==> src/rtl/burst_rr_arbiter.sv <==
// rtl/burst_rr_arbiter.sv - round-robin arbiter holding each grant for a whole valid/ready burst
module burst_rr_arbiter #(
    parameter int NUM_REQ   = 4,
    parameter int DATA_W    = 32,
    parameter int MAX_BEATS = 16
) (
    input  logic                       clk,
    input  logic                       reset_n,
    input  logic [NUM_REQ-1:0]         req_valid_i,
    input  logic [NUM_REQ*DATA_W-1:0]  req_data_i,
    input  logic [NUM_REQ-1:0]         req_last_i,
    output logic [NUM_REQ-1:0]         req_ready_o,
    output logic                       out_valid_o,
    output logic [DATA_W-1:0]          out_data_o,
    output logic                       out_last_o,
    output logic [$clog2(NUM_REQ)-1:0] out_id_o,
    input  logic                       out_ready_i,
    output logic [NUM_REQ-1:0]         gnt_o,
    output logic                       burst_err_o
);

    localparam int ID_W  = $clog2(NUM_REQ);
    localparam int CNT_W = $clog2(MAX_BEATS + 2);
    localparam logic [CNT_W-1:0] CNT_SAT  = CNT_W'(MAX_BEATS + 1);
    localparam logic [CNT_W-1:0] CNT_LAST = CNT_W'(MAX_BEATS - 1);

    typedef enum logic {IDLE, BUSY} state_t;

    state_t             state, state_nxt;
    logic [NUM_REQ-1:0] mask, mask_nxt, masked, pick;
    logic [ID_W-1:0]    win_id;
    logic [CNT_W-1:0]   beat_cnt;
    logic               xfer;

    assign xfer = (state == BUSY) && req_valid_i[out_id_o] && out_ready_i;

    always_comb begin
        state_nxt   = state;
        out_valid_o = 1'b0;
        req_ready_o = '0;
        out_data_o  = '0;
        out_last_o  = 1'b0;
        for (int k = 0; k < NUM_REQ; k++) begin
            if (ID_W'(k) == out_id_o) begin
                out_data_o = req_data_i[k*DATA_W +: DATA_W];
                out_last_o = req_last_i[k];
            end
        end
        case (state)
            IDLE: begin
                if (|req_valid_i) state_nxt = BUSY;
            end
            BUSY: begin
                out_valid_o           = req_valid_i[out_id_o];
                req_ready_o[out_id_o] = out_ready_i;
                if (xfer && out_last_o) state_nxt = IDLE;
            end
            default: state_nxt = IDLE;
        endcase
    end

    // Masked requests take priority so the port after the last-served one wins.
    always_comb begin
        masked = req_valid_i & mask;
        pick   = (masked != '0) ? masked : req_valid_i;
        win_id = '0;
        for (int i = NUM_REQ - 1; i >= 0; i--) begin
            if (pick[i]) win_id = ID_W'(i);
        end
        for (int i = 0; i < NUM_REQ; i++) begin
            mask_nxt[i] = (i > int'(out_id_o));
        end
    end

    always_ff @(posedge clk or negedge reset_n) begin
        if (!reset_n) begin
            state       <= IDLE;
            gnt_o       <= '0;
            out_id_o    <= '0;
            mask        <= '1;
            beat_cnt    <= '0;
            burst_err_o <= 1'b0;
        end else begin
            state <= state_nxt;
            if (state == IDLE && (|req_valid_i)) begin
                gnt_o    <= NUM_REQ'(1) << win_id;
                out_id_o <= win_id;
                beat_cnt <= '0;
            end
            if (xfer) begin
                // A non-last beat at position MAX_BEATS proves the burst is too long.
                if (!out_last_o && beat_cnt >= CNT_LAST) burst_err_o <= 1'b1;
                if (out_last_o) begin
                    gnt_o    <= '0;
                    beat_cnt <= '0;
                    mask     <= mask_nxt;
                end else if (beat_cnt != CNT_SAT) begin
                    beat_cnt <= beat_cnt + 1'b1;
                end
            end
        end
    end

endmodule
==> config.mk <==
export PLATFORM = sky130hd
export DESIGN_NAME = burst_rr_arbiter
export DESIGN_NICKNAME = d
export VERILOG_FILES = /design/src/rtl/burst_rr_arbiter.sv
export SDC_FILE = /design/constraint.sdc
export NUM_CORES = 1
export LEC_CHECK = 0
export CAP_MARGIN = 40
export CORE_MARGIN = 2
export CORE_UTILIZATION = 29
export CTS_CLUSTER_DIAMETER = 30
export DETAILED_ROUTE_END_ITERATION = 16
export PLACE_DENSITY_LB_ADDON = 0.15
export SLEW_MARGIN = 20
export SYNTH_ARGS = -nofsm -noshare
export SYNTH_HDL_FRONTEND = slang
export SYNTH_SLANG_ARGS = --single-unit
==> constraint.sdc <==
create_clock -name clk -period 2.5 [get_ports clk]
set_clock_uncertainty 0.05 [all_clocks]
set_input_delay 0.25 -clock clk [delete_from_list [all_inputs] [get_ports clk]]
set_output_delay 0.25 -clock clk [all_outputs]
set_load 0.005 [all_outputs]
After elaboration in Yosys (flattened, before gate mapping):

Cells that the tools add are included.
Widths: inputs -> output; s select.

* memories kept: 0
* flip-flop bits (word level): 17
* latch bits: 0
* bits in read-only memories: 0
* memory bits (writable): 0
* logic and storage cells: 62
* output and inout port bits: 45
* input port bits: 139

* multiply operators: 0
* shift-type cells: 1
* $lt $le $gt $ge: 6
* div/mod/pow operators: 0
* add/subtract/negate cells: 1
* bitwise operators: 3
* reduce and logical (&&, ||, !) cells: 12
* muxes and demuxes: 29
* equality and inequality tests: 4

Operators with widths (count)
* $mux 32: 4
* $mux 4: 5
* $mux 5: 4
* $mux 1: 9
* $and 4x4->4: 2
* $mux 2: 4
* $logic_and 1x1->1: 6
* $add 5x1->5 const B: 1
* $ge 5x4->1 const B: 1
* $ne 5x5->1 const B: 1
* $eq 2x2->1 const A: 2
* $gt 2x2->1 const A: 2
* $reduce_and 2->1: 2
* $reduce_bool 4->1: 1
* $reduce_or 4->1: 1
* $shl 1x2->4 const A: 1
* $lt 2x3->1 const B: 1
* $bmux 1 s2: 1
* $demux 1 s2: 1
* $eq 1x2->1 const A: 1
* $ge 2x1->1 const B: 1
* $gt 1x2->1 const A: 1
* $logic_not 2->1: 1
* $pmux 1 s2: 1
* other kinds (2): 2

Depth between registers and ports, before layout:

Gate-level depths: netlist of run 1.

* depth in word-level cells: 11
* depth in mapped cells: 6
* gate-level depth less buffers: 6

Worst setup path before layout of run 1:

Ideal clock, no wire load.

* kind: reg2out
* from: reg out_id_o[0]
* to: out out_data_o[17]
* data arrival time: 1.620 ns
* data required time: 2.200 ns
* slack: 0.580 ns
* stages on the path, launching flop included: 5
* buffers on the path: 3
* path through: dfrtp_1 -> buf_6 -> buf_2 -> buf_2 -> mux4_2

* cells in the longest elaborated chain, start to end: 5

RTL lines
* start: declaration: line 16 `output logic [$clog2(NUM_REQ)-1:0] out_id_o,`
* start signal: assignment: line 87 `out_id_o <= win_id;`
* $logic_not 2->1: line 44 `if (ID_W'(k) == out_id_o) begin`
* $mux 32 (3 in a row): line 44
* $mux 32 *: line 44
* end: declaration: line 14 `output logic [DATA_W-1:0] out_data_o,`

Every way passes the cells marked *; elsewhere a longest branch is shown, timed or not.

Final worst setup path of run 1:

* from: reg out_id_o[0]
* to: out out_data_o[3]

Same word-level chain as after synthesis.

==> run summary, run 1 <==
The run finished with clean final reports. The die is 81.5 um wide. The critical path is of the reg2out type. The post-detailed-placement half-perimeter wirelength came out at 6480 um. The global placer's final weighted congestion is 0.752. The first detailed-routing pass took 4 iterations.

The cell count after synthesis came out at 140. The data required time at the worst endpoint is 2200 ps. The hold buffer count at cts is 0.

The met2 global-route usage came out at 39.9%. For this run, asynchronously set or reset flops after synthesis account for 100%. The per-cell via count in the routed design came out at 5.20. The worst path in the final design needs a cycle of 2380 ps, including I/O delays and setup.

Pin placement for this block handled 184 I/O pins. The max-capacitance violation count is 0. The largest net degree at the start of global routing is 33. The height of the die is 81.5 um.

The number of design-rule violations left by the first detailed-router iteration is 77. Once the clock tree was built, the setup fixing pass inserted 0 buffers. The floorplan step defined a core boundary enclosing 5850 um2. The most area-hungry cell type in the Yosys netlist is mux4_2. The data arrival time of the worst path came out at 2080 ps. Power spread over the standard cell area amounts to 762 nW/um2. The setup TNS is 0 ps. The worst setup path is captured at an output pin. The number of max-slew violations in the final report is 0. The worst-case clock buffer depth is 2.

The H-tree depth is 1. At the pin with the least slew margin, the transition time is 732 ps. The total of endpoints with negative setup slack in the final report is 0. On the critical path the largest part of the delay comes from buffers and inverters. Setup repair after global routing left no endpoint under its margin. The cell at the root of the clock tree is clkbuf_8. The synthesized netlist occupies a cell area of 1740 um2. The highest clock frequency the design can meet is 0.420 GHz.

Summed over all layers, the global routing overflow is 0. Gates resized during post-CTS repair numbered 0. VDD sags by at most 523 uV. The final critical-path share of the clock period is 95.3%. The number of global-route vias before repair came out at 1927. The count of unresolved DRC violations after routing is 0. The worst slew slack as a fraction of its limit came out at 51.1%. The post-route netlist has 16.5% of its cells at a drive strength greater than 1.

The total via count after detailed routing came out at 2061. The Yosys warning count is 0. The clock sink total came out at 17. The number of antenna violations at the first check in global routing was 0. Walking the worst path, the cells encountered are buf_4, mux4_2, clkdlybuf4s50_1. The repair_antennas step left the layout with diodes totalling 0.

The met1 track demand over resource in global routing is 26.7%. The launching element type of the critical path is a register. The floorplan step defined a die boundary enclosing 6640 um2.

The worst stage delay on the critical path came out at 580 ps. For this run, the post-layout net count is 464. The buffer and inverter count on the worst path is 2.

Global routing used 21.7% of the available tracks. The clock slew at the register clock pins of the worst setup and hold paths is 60 ps. The TritonCTS clock tree is built. In the final routed layout, each cell accounts on average for 19.4 um. The worst hold margin came out at 383 ps.

Summed over all cells, the static leakage comes to 1.38 nW. The number of storage elements in the synthesis netlist is 17. The initial core utilization came out at 29.7%. The worst hold path belongs to the class in2async. The layout-stage area growth over the synthesis result came out at 113%. The global-route wire length before repair is 10800 um.

The number of failing hold endpoints at the final stage came out at 0. Among all stages on the critical path, the largest delay is contributed by dfrtp_2. The mean instance size in the synthesized netlist came out at 12.4 um2. By area the synthesized netlist is led by mux4_2 (44%), dfrtp_1 (19%), dfstp_2 (6.0%). The most used flip-flop cell after synthesis is dfrtp_1. The number of clock buffers added by TritonCTS is 3.

The routed design has 7690 um of wire. The count of buffers added on input and output ports is 183. The met3 capacity usage during global routing came out at 3.63%.

The fraction of synthesized cell area taken by the top area cell type came out at 44.0%. The post-route antenna net violation count is 0. In this run the worst path has a maximum fanout of 13. The latest clock arrival within the worst-skew pair is 250 ps. The number of nets in the synthesized netlist is 282. The number of flops mapped to enable cells by yosys is 0. After synthesis, flip-flops and latches occupy 24.7% of the total area. The number of fill cells is 477.

The total number of placement rows is 28. The netlist uses 39 different library cells. The most used routing layer in global routing is met2.
worst register-to-register path, stage by stage (launching register included):
cell and delay [ps]:
dfrtp_2 580, mux4_2 640, nand4b_4 230, or3b_1 410, a21oi_2 120
synthesized netlist by cell type, drive strengths merged (3+ instances only):
cell     n
a21oi    6
and3     3
buf      5
clkbuf   7
dfrtp   13
dfstp    4
ha       3
inv      4
mux4    34
nand2   10
nor2     9
o21ai    7
kinds of logic (layout without fill, tap and decap cells):
| group | after synthesis | count (layout) | share of synthesized area (%) |
|---|---|---|---|
| adders and majority gates | 3 | 3 | 2.16 |
| muxes | 35 | 35 | 44.6 |
| DFF | 17 | 17 | 24.7 |
| buffers and inverters | 16 | 197 | 4.17 |
| AOI/OAI and AO/OA | 29 | 29 | 11.2 |
| and+or+nand+nor | 40 | 40 | 13.1 |
power by group:
part	total [W]	switching [W]	internal, W
Clock	0.000202	0.0000890	0.000113
Combinational	0.00213	0.000733	0.00139
Sequential	0.000500	0.000122	0.000378
layout make-up:
type,instances,area [um2],area share (%)
Sequential cell,17,432,11.6
Clock buffer,4,45.0,1.21
Timing Repair Buffer,189,1890,50.9
Multi-Input combinational cell,107,1240,33.3
Inverter,4,15.0,0.404
Tap cell,75,93.8,2.53
per-stage QoR:
| step | worst slack (ps) | total power, W | cells | utilization [%] | cell area (um2) |
|---|---|---|---|---|---|
| floorplan | 580 | 0.00154 | 140 | - | 1740 |
| global placement | 266 | 0.00261 | 392 | 62.7 | 3670 |
| detailed placement | 253 | 0.00264 | 392 | 62.7 | 3670 |
| CTS | 99.3 | 0.00285 | 396 | 63.5 | 3710 |
| global route | 33.8 | 0.00302 | 396 | 63.5 | 3710 |
| finish | 117 | 0.00283 | 396 | 63.5 | 3710 |
path summary, 6_finish.rpt:
kind                       slack, ps  cells after the start       endpoint        start
max                              120                      3  out_data_o[3]  out_id_o[0]
min                              380                      1       gnt_o[1]      reset_n
max reg2reg                      400                      4    beat_cnt[2]  out_id_o[0]
min reg2reg                      420                      1    burst_err_o  burst_err_o
max in group asynchronous       1510                      1    out_id_o[0]      reset_n
min in group clk                 420                      1    burst_err_o  burst_err_o
layout by cell type (no fill, tap or decap), types with 3 or more instances in the layout:
cell | synthesis | routed
dfrtp_1 | 13 | 12
buf_4 | 0 | 5
nand2_1 | 10 | 10
dfstp_2 | 4 | 4
and3_1 | 3 | 3
a21oi_1 | 5 | 5
ha_1 | 3 | 3
nor2_1 | 9 | 9
clkbuf_8 | 0 | 3
inv_1 | 4 | 4
mux4_2 | 34 | 34
clkdlybuf4s50_1 | 0 | 183
o21ai_0 | 6 | 6
flip-flops by register name (all words and copies together) (netlist names):
register and cells:
state 1, gnt_o 4, out_id_o 2, mask 4
burst_err_o 1, beat_cnt 5
metal layers:
layer | up-vias | share of wire [%]
li1 | 941 | -
met1 | 1014 | 37
met2 | 95 | 53
met3 | 11 | 8.3
met4 | 0 | 1.1
met5 | - | 0
No activity file was read; power rests on OpenSTA's default activity.
==> inputs of run 2 (changes only) <==
- SLEW_MARGIN: 20 -> 5
==> results of run 2 <==
No change in the layout: final DEF, timing and power equal those of run 1.
